**src/rtl/multicycle_ctrl_fsm_pkg.sv**
```systemverilog
// Shared encodings for the multi-cycle RV32I control unit: opcodes, FSM states, mux selects.
// Also holds the Moore output table, so decode stays in one place.
package ctrl_pkg;

  localparam logic [6:0] OP_LW    = 7'b0000011;
  localparam logic [6:0] OP_SW    = 7'b0100011;
  localparam logic [6:0] OP_R     = 7'b0110011;
  localparam logic [6:0] OP_I     = 7'b0010011;
  localparam logic [6:0] OP_BEQ   = 7'b1100011;
  localparam logic [6:0] OP_JAL   = 7'b1101111;
  localparam logic [6:0] OP_LUI   = 7'b0110111;
  localparam logic [6:0] OP_AUIPC = 7'b0010111;

  typedef enum logic [3:0] {
    FETCH, DECODE, MEMADR, MEMREAD, MEMWB, MEMWRITE, EXECR,
    EXECI, ALUWB, JAL, BEQ, LUI, TRAP
  } state_t;

  localparam logic [2:0] IMM_I = 3'b000;
  localparam logic [2:0] IMM_S = 3'b001;
  localparam logic [2:0] IMM_B = 3'b010;
  localparam logic [2:0] IMM_J = 3'b011;
  localparam logic [2:0] IMM_U = 3'b100;

  localparam logic [1:0] RES_ALUOUT    = 2'b00;
  localparam logic [1:0] RES_DATA      = 2'b01;
  localparam logic [1:0] RES_ALURESULT = 2'b10;
  localparam logic [1:0] RES_IMMEXT    = 2'b11;

  localparam logic [1:0] SRCA_PC    = 2'b00;
  localparam logic [1:0] SRCA_OLDPC = 2'b01;
  localparam logic [1:0] SRCA_RD1   = 2'b10;

  localparam logic [1:0] SRCB_RD2  = 2'b00;
  localparam logic [1:0] SRCB_IMM  = 2'b01;
  localparam logic [1:0] SRCB_FOUR = 2'b10;

  localparam logic [1:0] ALU_ADD   = 2'b00;
  localparam logic [1:0] ALU_SUB   = 2'b01;
  localparam logic [1:0] ALU_FUNCT = 2'b10;

  typedef struct packed {
    logic       adr_src;
    logic       mem_write;
    logic       ir_write;
    logic       reg_write;
    logic       pc_update;
    logic       branch;
    logic       illegal;
    logic [1:0] result_src;
    logic [1:0] alu_src_a;
    logic [1:0] alu_src_b;
    logic [1:0] alu_op;
  } ctrl_t;

  // In FETCH, ir_write means "fetch requested"; the top gates it (and pc_update) with ready.
  function automatic ctrl_t state_ctrl(input state_t s);
    ctrl_t c;
    c = '0;
    case (s)
      FETCH:    begin c.ir_write = 1'b1; c.alu_src_b = SRCB_FOUR; c.result_src = RES_ALURESULT; end
      DECODE:   begin c.alu_src_a = SRCA_OLDPC; c.alu_src_b = SRCB_IMM; end
      MEMADR:   begin c.alu_src_a = SRCA_RD1; c.alu_src_b = SRCB_IMM; end
      MEMREAD:  begin c.adr_src = 1'b1; c.result_src = RES_ALUOUT; end
      MEMWB:    begin c.result_src = RES_DATA; c.reg_write = 1'b1; end
      MEMWRITE: begin c.adr_src = 1'b1; c.mem_write = 1'b1; end
      EXECR:    begin c.alu_src_a = SRCA_RD1; c.alu_src_b = SRCB_RD2; c.alu_op = ALU_FUNCT; end
      EXECI:    begin c.alu_src_a = SRCA_RD1; c.alu_src_b = SRCB_IMM; c.alu_op = ALU_FUNCT; end
      ALUWB:    begin c.result_src = RES_ALUOUT; c.reg_write = 1'b1; end
      JAL:      begin c.alu_src_a = SRCA_OLDPC; c.alu_src_b = SRCB_FOUR; c.pc_update = 1'b1; end
      BEQ:      begin c.alu_src_a = SRCA_RD1; c.alu_src_b = SRCB_RD2; c.alu_op = ALU_SUB; c.branch = 1'b1; end
      LUI:      begin c.result_src = RES_IMMEXT; c.reg_write = 1'b1; end
      TRAP:     c.illegal = 1'b1;
      default:  c = '0;
    endcase
    return c;
  endfunction

endpackage

```
**src/rtl/multicycle_ctrl_fsm_if.sv**
```systemverilog
// Control bundle between instruction register/ALU flags and the datapath muxes and enables.
// master = control unit, slave = datapath side.
interface multicycle_ctrl_fsm_if #(parameter int IMM_SRC_W = 3);
  logic [6:0]           op;
  logic                 zero;
  logic                 mem_ready;
  logic                 pc_write;
  logic                 adr_src;
  logic                 mem_write;
  logic                 ir_write;
  logic                 reg_write;
  logic [1:0]           result_src;
  logic [1:0]           alu_src_a;
  logic [1:0]           alu_src_b;
  logic [1:0]           alu_op;
  logic [IMM_SRC_W-1:0] imm_src;
  logic                 illegal;

  modport master (
    input  op, zero, mem_ready,
    output pc_write, adr_src, mem_write, ir_write, reg_write,
           result_src, alu_src_a, alu_src_b, alu_op, imm_src, illegal
  );

  modport slave (
    output op, zero, mem_ready,
    input  pc_write, adr_src, mem_write, ir_write, reg_write,
           result_src, alu_src_a, alu_src_b, alu_op, imm_src, illegal
  );
endinterface

```
**src/rtl/multicycle_ctrl_fsm_instr_decoder.sv**
```systemverilog
// Opcode to immediate-format select; purely combinational, zero latency.
module instr_decoder
  import ctrl_pkg::*;
#(
  parameter int IMM_SRC_W = 3
) (
  input  logic [6:0]           op,
  output logic [IMM_SRC_W-1:0] imm_src
);

  logic [2:0] fmt;

  always_comb begin
    fmt = IMM_I;
    case (op)
      OP_LW, OP_I:      fmt = IMM_I;
      OP_SW:            fmt = IMM_S;
      OP_BEQ:           fmt = IMM_B;
      OP_JAL:           fmt = IMM_J;
      OP_LUI, OP_AUIPC: fmt = IMM_U;
      default:          fmt = IMM_I;
    endcase
  end

  assign imm_src = IMM_SRC_W'(fmt);

endmodule

```
**src/rtl/multicycle_ctrl_fsm.sv**
```systemverilog
// Multi-cycle RV32I control FSM: Moore outputs registered alongside state, imm_src/pc_write combinational.
// FETCH/MEMREAD/MEMWRITE stall on mem_ready when MEM_WAIT=1; reset forces every output low.
module multicycle_ctrl_fsm
  import ctrl_pkg::*;
#(
  parameter bit EN_UTYPE  = 1'b1,
  parameter bit MEM_WAIT  = 1'b0,
  parameter int IMM_SRC_W = 3
) (
  input logic                  clk,
  input logic                  reset,
  multicycle_ctrl_fsm_if.master bus
);

  state_t               state;
  ctrl_t                ctrl_q;
  logic                 ready;
  logic                 fetch_go;
  logic [IMM_SRC_W-1:0] imm_dec;

  assign ready = MEM_WAIT ? bus.mem_ready : 1'b1;

  function automatic state_t next_state(input state_t s, input logic [6:0] op, input logic rdy);
    state_t n;
    n = s;
    case (s)
      FETCH:    n = rdy ? DECODE : FETCH;
      DECODE: begin
        case (op)
          OP_LW, OP_SW: n = MEMADR;
          OP_R:         n = EXECR;
          OP_I:         n = EXECI;
          OP_JAL:       n = JAL;
          OP_BEQ:       n = BEQ;
          OP_LUI:       n = EN_UTYPE ? LUI : TRAP;
          OP_AUIPC:     n = EN_UTYPE ? ALUWB : TRAP;  // OldPC+imm already sits in ALUOut
          default:      n = TRAP;
        endcase
      end
      MEMADR:   n = (op == OP_LW) ? MEMREAD : MEMWRITE;
      MEMREAD:  n = rdy ? MEMWB : MEMREAD;
      MEMWB:    n = FETCH;
      MEMWRITE: n = rdy ? FETCH : MEMWRITE;
      EXECR, EXECI, JAL: n = ALUWB;
      ALUWB, BEQ, LUI:   n = FETCH;
      TRAP:     n = TRAP;
      default:  n = FETCH;
    endcase
    return n;
  endfunction

  // Outputs for the next state are computed with it so they leave a flop, not the state decoder.
  always_ff @(posedge clk) begin
    if (reset) begin
      state  <= FETCH;
      ctrl_q <= state_ctrl(FETCH);
    end else begin
      state  <= next_state(state, bus.op, ready);
      ctrl_q <= state_ctrl(next_state(state, bus.op, ready));
    end
  end

  instr_decoder #(.IMM_SRC_W(IMM_SRC_W)) u_instr_decoder (
    .op      (bus.op),
    .imm_src (imm_dec)
  );

  assign fetch_go = ctrl_q.ir_write & ready;

  assign bus.pc_write   = ~reset & (ctrl_q.pc_update | fetch_go | (ctrl_q.branch & bus.zero));
  assign bus.adr_src    = ~reset & ctrl_q.adr_src;
  assign bus.mem_write  = ~reset & ctrl_q.mem_write;
  assign bus.ir_write   = ~reset & fetch_go;
  assign bus.reg_write  = ~reset & ctrl_q.reg_write;
  assign bus.result_src = reset ? 2'b00 : ctrl_q.result_src;
  assign bus.alu_src_a  = reset ? 2'b00 : ctrl_q.alu_src_a;
  assign bus.alu_src_b  = reset ? 2'b00 : ctrl_q.alu_src_b;
  assign bus.alu_op     = reset ? 2'b00 : ctrl_q.alu_op;
  assign bus.imm_src    = reset ? '0 : imm_dec;
  assign bus.illegal    = ~reset & ctrl_q.illegal;

endmodule
```
**src/flat_wrapper.sv**
```systemverilog
// flat-port wrapper written by rule: the top's interface ports become plain ports
module multicycle_ctrl_fsm_flat import ctrl_pkg::*;
#(
  parameter bit EN_UTYPE  = 1'b1,
  parameter bit MEM_WAIT  = 1'b0,
  parameter int IMM_SRC_W = 3
)
  (clk, reset, bus_op, bus_zero, bus_mem_ready, bus_pc_write, bus_adr_src, bus_mem_write, bus_ir_write, bus_reg_write, bus_result_src, bus_alu_src_a, bus_alu_src_b, bus_alu_op, bus_imm_src, bus_illegal);
  multicycle_ctrl_fsm_if #(.IMM_SRC_W(IMM_SRC_W)) bus_i ();
  input logic clk;
  input logic reset;
  input wire logic [$bits(bus_i.op)-1:0] bus_op;
  input wire logic [$bits(bus_i.zero)-1:0] bus_zero;
  input wire logic [$bits(bus_i.mem_ready)-1:0] bus_mem_ready;
  output wire logic [$bits(bus_i.pc_write)-1:0] bus_pc_write;
  output wire logic [$bits(bus_i.adr_src)-1:0] bus_adr_src;
  output wire logic [$bits(bus_i.mem_write)-1:0] bus_mem_write;
  output wire logic [$bits(bus_i.ir_write)-1:0] bus_ir_write;
  output wire logic [$bits(bus_i.reg_write)-1:0] bus_reg_write;
  output wire logic [$bits(bus_i.result_src)-1:0] bus_result_src;
  output wire logic [$bits(bus_i.alu_src_a)-1:0] bus_alu_src_a;
  output wire logic [$bits(bus_i.alu_src_b)-1:0] bus_alu_src_b;
  output wire logic [$bits(bus_i.alu_op)-1:0] bus_alu_op;
  output wire logic [$bits(bus_i.imm_src)-1:0] bus_imm_src;
  output wire logic [$bits(bus_i.illegal)-1:0] bus_illegal;
  assign bus_i.op = bus_op;
  assign bus_i.zero = bus_zero;
  assign bus_i.mem_ready = bus_mem_ready;
  assign bus_pc_write = bus_i.pc_write;
  assign bus_adr_src = bus_i.adr_src;
  assign bus_mem_write = bus_i.mem_write;
  assign bus_ir_write = bus_i.ir_write;
  assign bus_reg_write = bus_i.reg_write;
  assign bus_result_src = bus_i.result_src;
  assign bus_alu_src_a = bus_i.alu_src_a;
  assign bus_alu_src_b = bus_i.alu_src_b;
  assign bus_alu_op = bus_i.alu_op;
  assign bus_imm_src = bus_i.imm_src;
  assign bus_illegal = bus_i.illegal;
  multicycle_ctrl_fsm #(.EN_UTYPE(EN_UTYPE), .MEM_WAIT(MEM_WAIT), .IMM_SRC_W(IMM_SRC_W)) u_core (.clk(clk), .reset(reset), .bus(bus_i));
endmodule
```
**config.mk**
```make
export PLATFORM = sky130hd
export DESIGN_NAME = multicycle_ctrl_fsm_flat
export DESIGN_NICKNAME = d
export VERILOG_FILES = /design/src/rtl/multicycle_ctrl_fsm_pkg.sv /design/src/rtl/multicycle_ctrl_fsm_if.sv /design/src/rtl/multicycle_ctrl_fsm_instr_decoder.sv /design/src/rtl/multicycle_ctrl_fsm.sv /design/src/flat_wrapper.sv
export SDC_FILE = /design/constraint.sdc
export NUM_CORES = 1
export LEC_CHECK = 0
export ABC_AREA = 0
export BUFFER_PORTS_ARGS = -buffer_cell sky130_fd_sc_hd__buf_2
export CORE_MARGIN = 3
export CORE_UTILIZATION = 25
export CTS_BUF_LIST = sky130_fd_sc_hd__clkbuf_8
export CTS_CLUSTER_DIAMETER = 200
export CTS_CLUSTER_SIZE = 40
export DETAILED_ROUTE_END_ITERATION = 7
export PLACE_DENSITY_LB_ADDON = 0.3
export SLEW_MARGIN = 20
export SYNTH_ARGS = -nofsm -noshare
export SYNTH_HDL_FRONTEND = slang
export SYNTH_SLANG_ARGS = --single-unit
```
**constraint.sdc**
```tcl
create_clock -name clk -period 5.7 [get_ports clk]
set_input_delay 0.57 -clock clk [delete_from_list [all_inputs] [get_ports clk]]
set_output_delay 0.57 -clock clk [all_outputs]
set_load 0.03 [all_outputs]
```
# ---- Word level (Yosys, flattened, before mapping)
# Index checks and enable logic that the tools add are counted.
dict set report totals {
  reg_bits 19
  latch_bits 0
  ramBits 0
  rom_bits 0
  in_bits 11
  output_inout_bits 17
  word_cells 82
  n_memories 0
}
dict set report classes {
  add_sub_neg 0
  mul 0
  div_mod_pow 0
  n_lt_le_gt_ge 0
  n_eq_ne 27
  n_shift 0
  muxes 21
  bitwise_logic 10
  n_reduce_logical 12
}
# cell count
set ops {}
lappend ops {{$eq 4x4->1 const B} 7}
lappend ops {{$pmux 4 s7} 1}
lappend ops {{$eq 4x3->1 const B} 6}
lappend ops {{$pmux 4 s6} 1}
lappend ops {{$eq 7x6->1 const B} 3}
lappend ops {{$eq 4x2->1 const B} 4}
lappend ops {{$eq 7x5->1 const B} 2}
lappend ops {{$eq 7x7->1 const B} 2}
lappend ops {{$pmux 2 s2} 3}
lappend ops {{$pmux 3 s4} 1}
lappend ops {{$reduce_or 2->1} 6}
lappend ops {{$reduce_or 3->1} 3}
lappend ops {{$eq 4x1->1 const B} 2}
lappend ops {{$logic_not 4->1} 2}
lappend ops {{$mux 2} 4}
lappend ops {{$and 1x1->1} 7}
lappend ops {{$eq 7x2->1 const B} 1}
lappend ops {{$mux 1} 7}
lappend ops {{$mux 3} 2}
lappend ops {{$pmux 2 s3} 1}
lappend ops {{$mux 4} 1}
lappend ops {{$reduce_or 4->1} 1}
lappend ops {{$or 1x1->1} 2}
lappend ops {{$not 1->1} 1}

# ---- Longest topological paths before layout
# Gate-level depths: netlist of the first run.
dict set report logic_depth {
  word_depth 8
  ltp_mapped 8
  mapped_depth_nobuf 6
}

# ---- By module
# Synthesis of the first run repeated with hierarchy kept, for this count alone.
dict set report unflattened {
  hier_cells 124
  hier_area_um2 1034.7
}
# module instances cells_per_inst area_per_inst_um2 seq_area_each_um2
set modules_own_cells {}
lappend modules_own_cells {multicycle_ctrl_fsm 1 116 973.4 380.4}
lappend modules_own_cells {instr_decoder 1 8 61.3 0.0}

# ---- Worst setup path before layout of the first run
# OpenSTA, ideal clock, no wires.
dict set report synth_path {
  path_type {input port to flip-flop}
  startpoint {input port bus_op[2]}
  endpoint {register u_core.ctrl_q, in the netlist u_core.fetch_go}
  setup_time_ns 0.123
  arrival_ns 2.526
  required_ns 5.577
  path_slack_ns 3.051
  cell_stages 7
  n_path_buf 1
  path_cell_list {buf_6 -> or3_1 -> or4_4 -> a311oi_4 -> nor2_1 -> and3_1 -> or2_2}
}
dict set report synth_between {
  elab_chain_cells 7
  word_cells_on_any_way 15
  cone_classes {8 x eq/ne; 5 x mux; 2 x reduce/logical}
}
# item line
set synth_rtl {}
lappend synth_rtl {{start: declaration} flat_wrapper.sv:12} ;# input wire logic [$bits(bus_i.op)-1:0] bus_op;
lappend synth_rtl {{$eq 7x6->1 or $eq 7x2->1 (tied branches)} {multicycle_ctrl_fsm.sv:29, multicycle_ctrl_fsm.sv:40}}
lappend synth_rtl {{$reduce_or 2->1} multicycle_ctrl_fsm.sv:29} ;# case (op)
lappend synth_rtl {{$pmux 4 s7} multicycle_ctrl_fsm.sv:29}
lappend synth_rtl {{$pmux 4 s6 (*)} multicycle_ctrl_fsm.sv:26} ;# case (s)
lappend synth_rtl {{$mux 4 (*)} multicycle_ctrl_fsm.sv:54} ;# if (reset) begin
lappend synth_rtl {{$logic_not 4->1 (*)} multicycle_ctrl_fsm_pkg.sv:60} ;# case (s)
lappend synth_rtl {{$mux 1 (*)} multicycle_ctrl_fsm_pkg.sv:60}
lappend synth_rtl {{end signal: assignment} multicycle_ctrl_fsm.sv:56} ;# ctrl_q <= state_ctrl(FETCH);
lappend synth_rtl {{end signal: assignment} multicycle_ctrl_fsm.sv:59} ;# ctrl_q <= state_ctrl(next_state(state, bus.op, ready));
lappend synth_rtl {{end: declaration} multicycle_ctrl_fsm.sv:16} ;# ctrl_t ctrl_q;
# Mark *: on every way between the ends. The rest lies on a longest branch, timed or not. The select of a mux whose other input is x is not followed.
# A chain may end at the register's enable or synchronous reset.

# ---- Worst setup path after layout of the first run
dict set report layout_path {
  startpoint {input port bus_op[2]}
  endpoint {register u_core.ctrl_q[7] (netlist bit)}
}
dict set report layout_between {
  elab_chain_cells 7
  word_cells_on_any_way 17
  cone_classes {10 x eq/ne; 5 x mux; 2 x reduce/logical}
}
# item line
set layout_rtl {}
lappend layout_rtl {{$eq 7x6->1 or $eq 7x2->1 (tied branches)} {multicycle_ctrl_fsm.sv:29, multicycle_ctrl_fsm.sv:40}}
lappend layout_rtl {{$reduce_or 2->1} multicycle_ctrl_fsm.sv:29}
lappend layout_rtl {{$pmux 4 s7} multicycle_ctrl_fsm.sv:29}
lappend layout_rtl {{$pmux 4 s6 (*)} multicycle_ctrl_fsm.sv:26}
lappend layout_rtl {{$mux 4 (*)} multicycle_ctrl_fsm.sv:54}
lappend layout_rtl {{$eq 4x4->1 (tied with other cells)} multicycle_ctrl_fsm_pkg.sv:60}
lappend layout_rtl {{$pmux 2 s3 (*)} multicycle_ctrl_fsm_pkg.sv:60}
# Marked as above.

==> results of run 1 <==
-- metrics by stage --
| step | area [sq um] | worst slack [ps] | hold WS, ps | util, % |
|---|---|---|---|---|
| 2_1_floorplan | 1040 | 3050 | 641 | - |
| 3_3_place_gp | 1190 | 2840 | 734 | 30.8 |
| 3_5_place_dp | 1190 | 2770 | 726 | 30.8 |
| 4_1_cts | 1230 | 3030 | 685 | 32.0 |
| 5_1_grt | 1230 | 2780 | 687 | 32.0 |
| 6_report | 1230 | 3040 | 686 | 32.0 |
-- power by group --
part           total, mW  switching (mW)  internal [mW]  leakage, nW
sequential         0.152         0.00728          0.145        0.155
combinational     0.0892          0.0554         0.0338        0.328
clock             0.0876          0.0398         0.0478       0.0269
-- cells by family after synthesis --
group / Yosys count / synth area share [%]
xor+xnor: 2 / 1.68
simple gates: 69 / 38.7
compound gates: 21 / 17.7
flops: 19 / 36.4
buf+inv: 11 / 5.51
-- state kept, by name, indices dropped and copies added, names as in the netlist --
register and cells:
u_core.ctrl_q 14, u_core.state 4, u_core.fetch_go 1
-- area by class of cell --
type                       count  area [sq um]
clock buffer                   3          41.3
inverter                       3          11.3
fill                         427          2620
multi-input combinational     92           607
tap                           48          60.1
sequential                    19           380
clock inverter                 1          3.75
timing repair buffer          26           130
-- worst max-delay path, delay by kind of cell --
family	cells	cell delay, ps
buffers and inverters	1	150
AOI/OAI and AO/OA	2	770
and+or+nand+nor	4	1310
-- placed cells by master, fill, tap and decap left out, types with 2 or more instances in the layout --
cell type	n
buf_2	26
dfxtp_1	19
nor2b_1	13
nor2_1	11
nor3_1	7
nand2_1	5
nand3b_1	5
nand2b_1	5
inv_1	4
or3_1	3
a211oi_1	3
nor4_1	3
o31ai_1	3
clkbuf_8	3
nand3_1	2
or2_2	2
and3_1	2
o31a_1	2
a2111o_1	2
and2_1	2
nor4b_1	2
a21oi_1	2
-- worst max-delay path by stage --
| stage | cells past startpoint | end |
|---|---|---|
| finish | 7 | u_core.ctrl_q[7] |
| global placement | 7 | u_core.ctrl_q[7] |
| CTS | 7 | u_core.ctrl_q[7] |
| global route | 6 | u_core.ctrl_q[7] |
| floorplan | 7 | u_core.fetch_go |
| detailed placement | 7 | u_core.fetch_go |
-- layer usage --
layer | wire [um] | GRT usage (%) | share of wire, %
met1 | 1100 | 11.6 | 47
met2 | 1070 | 16.0 | 46
met3 | 128 | 3.27 | 5.5
met4 | 40 | 3.55 | 1.7
met5 | 0 | 0 | 0
==> flow_summary.yaml, run 1 <==
drt:
  num_vias: 951
  drt-pass1-iter-count: 4
  drc_errors: 0
  ant_nets: 0
  vias_per_cell: 4.95
  wl_mm: 2.34
  initialDrtViolationCount: 21
  wl_per_cell_um: 12.2
clock_network:
  cts-resized-gates: 0
  cts-root-buf: "clkbuf_8"
  cts_max_level: 1
  clockBufferDepth: 2
  ctsHoldBuffers: 0
  cts-buffers-inserted: 3
  post_cts.repair.setup_buffers: 0
  clk_pin_slew_ps: 60
  tritoncts: "done"
  clock_latency_ps: 250
  clkSinkCount: 19
logic_synthesis:
  ys_top_cells_by_area: "dfxtp_1 36%, nor2b_1 7.8%, nor2_1 4.0%, nand3b_1 3.6%, nor3_1 3.4%"
  yosysMostFrequentCell: "dfxtp_1"
  seq_area_frac_synth_pct: 36.4
  synthArstFlopShare_pct: 0
  yosysTopAreaCell: "dfxtp_1"
  yosysTopAreaCellShare_pct: 36.4
  synthDistinctLibCells: 42
  synth_warnings: 0
  syn_area_sq_um: 1040
  synth_enable_flop_cells: 0
  syn_nets: 133
  syn_inst: 122
  avgSynthCellArea_sq_um: 8.56
  synth-seq-cells: 19
  synthFlopType: "dfxtp_1"
  synthTopCellsByCount: "19 x dfxtp_1, 13 x nor2b_1, 11 x nor2_1, 7 x nor3_1"
critical_path:
  setup.worst_path.start: "bus_op[2]"
  cp_slowest_cell: "or4_4"
  r2r-start: "u_core.state[0]"
  reg2reg_depth: 6
  r2r_slack_ps: 3060
  cp_max_fo: 9
  worstPathCellList: "buf_2 -> or3_1 -> or4_4 -> a311oi_4 -> nor2_1 -> and3_1 -> a211o_1"
  worstPathArrival_ps: 2800
  r2r-end: "u_core.ctrl_q[7]"
  crit_path_start_kind: "input port"
  critPathCaptureType: "flop"
  cp_slowest_stage_delay_ps: 520
  worst-setup-path-type: "input port to flop"
  worstPathRequired_ps: 5840
run:
  max-cap-violations: 0
timing:
  skew_ps: 5.14
  hold_viol_final: 0
  max-slew-margin-rel_pct: 44.9
  clock.fmax_mhz: 376
  grt_setup_unrepaired: "false"
  period_share_pct: 46.7
  setup_violations: 0
  fin_tns_setup_ps: 0
  worst_pin_slew_ps: 819
  maxSlewViolCount: 0
  period_minus_slack_ps: 2660
floorplanning:
  die_area_sq_um: 4990
  std_cell_rows: 22
  fp.dieH_um: 70.6
  design.core.area_sq_um: 3850
  ios: 28
  initial_utilization_pct: 27.1
  die_w_um: 70.6
placement:
  io_buffers: 26
  dp.cells: 188
  hpwlAfterDp_mm: 1.67
  gp_congestion: 0.795
cells_and_area:
  instances_no_fill: 192
  fin_nets: 156
  syn_to_final_growth_pct: 18.1
  drive_above_1_share_pct: 25.0
  insertedDiodeCount: 0
grt:
  antenna_found_initial: 0
  gr-total-overflow: 0
  grt_use_total_pct: 9.65
  grt_pass1_wl_mm: 3.95
  first_global_vias: 891
  grt_max_degree: 30
worst_hold_path:
  hold_end: "u_core.ctrl_q[13]"
  hold_path.class: "input port to flop"
  worst_hold_startpoint: "bus_op[5]"
  min_path_cells: 3
pwr:
  irDropWorstVdd_mv: 0.0913
  p_leak_nw: 0.511
  fin_total_pwr_mw: 0.329
  pwr_density_cell_nw_per_um2: 267
run_status:
  status: "finished, final reports clean"
Note: power is estimated with default switching activity, not from simulation.
==> run 2: changes to the inputs <==
- ABC_AREA: 0 -> 1
- clock period: 5.7 -> 2.31 ns (I/O delays scaled with it)
==> flow_summary.yaml, run 2 <==
placement:
  gp_congestion: 0.797
  dp_slack_ps: 827
  dpl_cell_area_sq_um: 1250
  hpwlAfterDp_mm: 1.63
  io_buffers: 26
floorplanning:
  die_area_sq_um: 5070
  design.core.area_sq_um: 4060
  fp.dieH_um: 71.2
  initial_utilization_pct: 26.2
  ios: 28
  std_cell_rows: 23
  die_w_um: 71.2
pwr:
  pwr_density_cell_nw_per_um2: 720
  p_comb_share_pct: 34.6
  p_sw_share_pct: 37.5
  irDropWorstVdd_mv: 0.190
  p_leak_nw: 0.687
  p_seq_share_pct: 42.2
  switching_power_mw: 0.349
  p_clk_share_pct: 23.2
  p_int_mw: 0.581
timing:
  period_minus_slack_ps: 1460
  hold_viol_final: 0
  period_share_pct: 63.1
  worst_pin_slew_ps: 450
  fin_tns_setup_ps: 0
  setup_violations: 0
  skew_ps: 3.08
  maxSlewViolCount: 0
  clock.fmax_mhz: 686
  max-slew-margin-rel_pct: 70.0
  grt_setup_unrepaired: "false"
  setup_ws_ps: 852
clock_network:
  clock_latency_ps: 250
  post_cts.repair.setup_buffers: 0
  cts-root-buf: "clkbuf_8"
  clockBufferDepth: 2
  cts_max_level: 1
  cts-buffers-inserted: 3
  clk_pin_slew_ps: 70
  cts-resized-gates: 0
  ctsHoldBuffers: 0
  tritoncts: "done"
  clkSinkCount: 19
critical_path:
  cp_slowest_cell: "dfxtp_1"
  cp_num_buf_inv: 2
  r2r_slack_ps: 850
  worst-setup-path-type: "flop to flop"
  crit_path_start_kind: "flop"
  worstPathRequired_ps: 2460
  path_delay_family: "simple AND/OR/NAND/NOR gates"
  worstPathArrival_ps: 1600
  cp_slowest_stage_delay_ps: 350
  critPathCaptureType: "flop"
  worstPathCellList: "nor2_2 -> nand3_1 -> inv_2 -> nand2_1 -> nand2_1 -> inv_2 -> nand2_2 -> nand2_1 -> nand2_1 -> nor2_1"
  path_common_cell: "nand2_1"
  cp_max_fo: 5
grt:
  grt_max_degree: 25
  antenna_found_initial: 0
  gr-total-overflow: 0
  use_met3_pct: 0.852
  use_met2_pct: 15.0
  gr-max-usage-layer: "met2"
  first_global_vias: 901
  met1_usage_pct: 10.2
  grt_pass1_wl_mm: 3.58
  grt_use_total_pct: 8.36
cells_and_area:
  fin_nets: 205
  syn_to_final_growth_pct: 21.7
  drive_above_1_share_pct: 33.2
  layout_common_cells: "35 x nor2_1, 34 x nand2_1, 26 x buf_2"
  largest_reg_flops: 14
  regMostFlops: "u_core.ctrl_q"
  mostFrequentLayoutCell: "nor2_1"
  final_area_sq_um: 1290
  final_util_pct: 31.9
  insertedDiodeCount: 0
worst_hold_path:
  hold_path.class: "input port to flop"
run_status:
  status: "finished, final reports clean"
logic_synthesis:
  synthDistinctLibCells: 21
  synthFlopType: "dfxtp_1"
  synth-seq-cells: 19
  syn_nets: 176
  yosysTopAreaCell: "dfxtp_1"
  syn_area_sq_um: 1060
  synth_warnings: 0
  syn_inst: 165
  synthTopCellsByCount: "35 x nor2_1, 34 x nand2_1, 19 x dfxtp_1, 19 x inv_1, 17 x inv_2"
  ys_top_cells_by_area: "dfxtp_1 36%, nor2_1 12%, nand2_1 12%, inv_1 6.7%, inv_2 6.0%"
  yosysTopAreaCellShare_pct: 35.8
  avgSynthCellArea_sq_um: 6.44
  synthArstFlopShare_pct: 0
  seq_area_frac_synth_pct: 35.8
  synth_enable_flop_cells: 0
  yosysMostFrequentCell: "nor2_1"
drt:
  drt-pass1-iter-count: 4
  drc_errors: 0
  vias_per_cell: 4.09
  wl_mm: 2.07
  num_vias: 994
  initialDrtViolationCount: 37
  wl_per_cell_um: 8.51
  ant_nets: 0
run:
  max-cap-violations: 0
## run 2: cell types whose count changed after synthesis, moves of 7 or more
| cell | delta |
|---|---|
| nor3_1 | -7 |
| nor2b_1 | -13 |
| nand2_2 | +7 |
| inv_2 | +17 |
| nand2_1 | +29 |
| nand3_1 | +7 |
| nor2_1 | +24 |
| inv_1 | +16 |
## run 2: kinds of logic after synthesis
logic type             after synthesis  synth area share [%]
AO/OA/AOI/OAI                        9                  6.01
flip-flops                          19                  35.8
AND/OR/NAND/NOR                     99                  44.8
buffers and inverters               38                  13.4
## run 2: stage by stage
stage / total power [mW] / std cells / hold WS [ps]
floorplan: 0.648 / 165 / 300
global placement: 0.720 / 239 / 490
detailed placement: 0.721 / 239 / 489
CTS: 0.941 / 243 / 412
global route: 1.00 / 243 / 433
finish: 0.930 / 243 / 408
## run 2: power groups by stage
| stage | clock (mW) | combinational (mW) | sequential (mW) |
|---|---|---|---|
| finish | 0.216 | 0.322 | 0.393 |
| global route | 0.242 | 0.362 | 0.397 |
| CTS | 0.226 | 0.323 | 0.392 |
| detailed placement | 0 | 0.321 | 0.400 |
| global placement | 0 | 0.321 | 0.399 |
| floorplan | 0 | 0.253 | 0.395 |
## run 2: final cells by class
type / count / area [sq um]
timing repair buffer: 26 / 130
clock buffer: 3 / 41.3
tap: 50 / 62.6
multi-input combinational: 108 / 539
fill: 463 / 2770
clock inverter: 1 / 3.75
sequential: 19 / 380
inverter: 36 / 135
## run 2: worst paths after layout
| check | from | end | depth (start not counted) |
|---|---|---|---|
| setup / recovery | u_core.state[3] | u_core.ctrl_q[11] | 10 |
| hold / removal | reset | u_core.state[2] | 2 |
| setup reg to reg | u_core.state[3] | u_core.ctrl_q[11] | 10 |
| hold reg to reg | u_core.state[1] | u_core.ctrl_q[6] | 2 |
## run 2: per-layer routing
layer  wire, um  share of wire [%]
met1       1010                 49
met2        965                 47
met3         72                3.5
met4         23                1.1
met5          0                  0
==> run 3: changes to the inputs <==
- clock period: 2.31 -> 1.2 ns (I/O delays scaled with it)
==> flow_summary.yaml, run 3 (synthesis gave the netlist of run 2 again) <==
run_status:
  status: "finished with violations"
  violations: "setup timing"
cells_and_area:
  largest_reg_flops: 14
  seqCellArea_sq_um: 390
  syn_to_final_growth_pct: 58.8
  layout_common_cells: "33 x nor2_1, 32 x buf_4, 25 x nand2_1"
  regMostFlops: "u_core.ctrl_q"
  fin_nets: 237
  insertedDiodeCount: 0
  num-fill-cells: 432
  mostFrequentLayoutCell: "nor2_1"
  drive_above_1_share_pct: 51.1
  multi_input_area_sq_um: 649
  final_area_sq_um: 1690
  instances_no_fill: 275
pwr:
  pwr_density_cell_nw_per_um2: 1360
  fin_total_pwr_mw: 2.29
  p_leak_nw: 0.873
  irDropWorstVdd_mv: 0.425
clock_network:
  cts_max_level: 1
  clkSinkCount: 19
  clockBufferDepth: 2
  tritoncts: "done"
  cts-buffers-inserted: 3
  cts-root-buf: "clkbuf_8"
  clock_latency_ps: 250
  clk_pin_slew_ps: 70
run:
  max-cap-violations: 0
floorplanning:
  std_cell_rows: 23
  initial_utilization_pct: 26.2
  ios: 28
  die_w_um: 71.2
  design.core.area_sq_um: 4060
  fp.dieH_um: 71.2
  die_area_sq_um: 5070
drt:
  ant_nets: 0
  drt-pass1-iter-count: 4
  wl_per_cell_um: 9.30
  num_vias: 1140
  vias_per_cell: 4.15
  wl_mm: 2.56
  initialDrtViolationCount: 40
  drc_errors: 0
timing:
  period_minus_slack_ps: 1400
  max-slew-margin-rel_pct: 66.5
  setup_violations: 16
  maxSlewViolCount: 0
  skew_ps: 2.65
  grt_setup_unrepaired: "true"
  clock.fmax_mhz: 716
  setup_ws_ps: -197
  period_share_pct: 116
  worst_pin_slew_ps: 502
  hold_viol_final: 0
  holdWs_ps: 313
critical_path:
  worstPathRequired_ps: 1340
  critPathCaptureType: "flop"
  cp_slowest_stage_delay_ps: 350
  cp_num_buf_inv: 2
  crit_path_start_kind: "flop"
  worstPathCellList: "inv_2 -> nand4_1 -> nor2_4 -> inv_2 -> a21boi_4 -> nand2_4 -> nand2_4 -> nand2_1 -> nand2_1 -> nor2_1"
  path_delay_family: "simple AND/OR/NAND/NOR gates"
  worstPathArrival_ps: 1540
  worst-setup-path-type: "flop to flop"
  cp_max_fo: 5
  r2r_slack_ps: -200
  cp_slowest_cell: "dfxtp_2"
placement:
  dp.cells: 261
  gp_congestion: 0.841
  io_buffers: 26
  hpwlAfterDp_mm: 1.83
  dpl_cell_area_sq_um: 1430
grt:
  grt_pass1_wl_mm: 4.40
  first_global_vias: 1080
  grt_max_degree: 25
  antenna_found_initial: 0
  gr-total-overflow: 0
  grt_use_total_pct: 10.5
worst_hold_path:
  hold_path.class: "input port to flop"
## run 3: changes by cell type in the layout (fill, tap and decap cells not counted), moves of 3 or more
cell	change
buf_2	-3
buf_4	+32
buf_6	+3
dfxtp_1	-4
inv_2	-4
nand2_1	-9
nand2_4	+7
nor2_4	+3
## run 3: through the flow
stage          worst slack, ps  util, %  TNS, ps
2_1_floorplan            -28.5        -    -59.5
3_3_place_gp              -197     35.2    -1580
3_5_place_dp              -198     35.2    -1720
4_1_cts                   -180     38.4    -1680
5_1_grt                   -299     41.6    -3730
6_report                  -197     41.6    -2080
## run 3: report_power, final
group	switching (mW)	internal (mW)
Clock	0.198	0.227
Combinational	0.598	0.496
Sequential	0.0519	0.719
Total	0.848	1.44
## run 3: cell type report
class / instances / area share, %
Inverter: 36 / 8.90
Timing Repair Buffer: 58 / 23.1
Sequential cell: 19 / 23.1
Clock buffer: 3 / 2.45
Tap cell: 50 / 3.71
Clock inverter: 1 / 0.223
Multi-Input combinational cell: 108 / 38.5
## run 3: worst reg2reg max path: stages (launching register included)
cell and delay [ps]:
dfxtp_2 350, inv_2 60, nand4_1 120, nor2_4 130, inv_2 50, a21boi_4 210, nand2_4 100, nand2_4 110
nand2_1 60, nand2_1 70, nor2_1 40
## run 3: final timing paths
path	startpoint	to	depth (start not counted)
worst max-delay path	u_core.state[0]	u_core.ctrl_q[2]	10
worst min-delay path	reset	u_core.state[0]	2
worst max register to register	u_core.state[0]	u_core.ctrl_q[2]	10
worst min register to register	u_core.state[1]	u_core.ctrl_q[14]	2
## run 3: timing repair
action / CTS / global route
buffers inserted: 5 / 6
setup endpoints to repair: 15 / 20
pin swaps: 4 / 9
cloned: 0 / 0
resized for setup: 13 / 30
hold buffers: 0 / 0
## run 3: per-layer routing
layer  share of wire [%]  vias to the layer above  global-route usage, %
met5                   0                        -                      0
met4                0.98                        0                   3.13
met3                 5.3                        2                   1.85
met2                  50                       32                   18.1
met1                  44                      488                   13.4
li1                    -                      618                      -
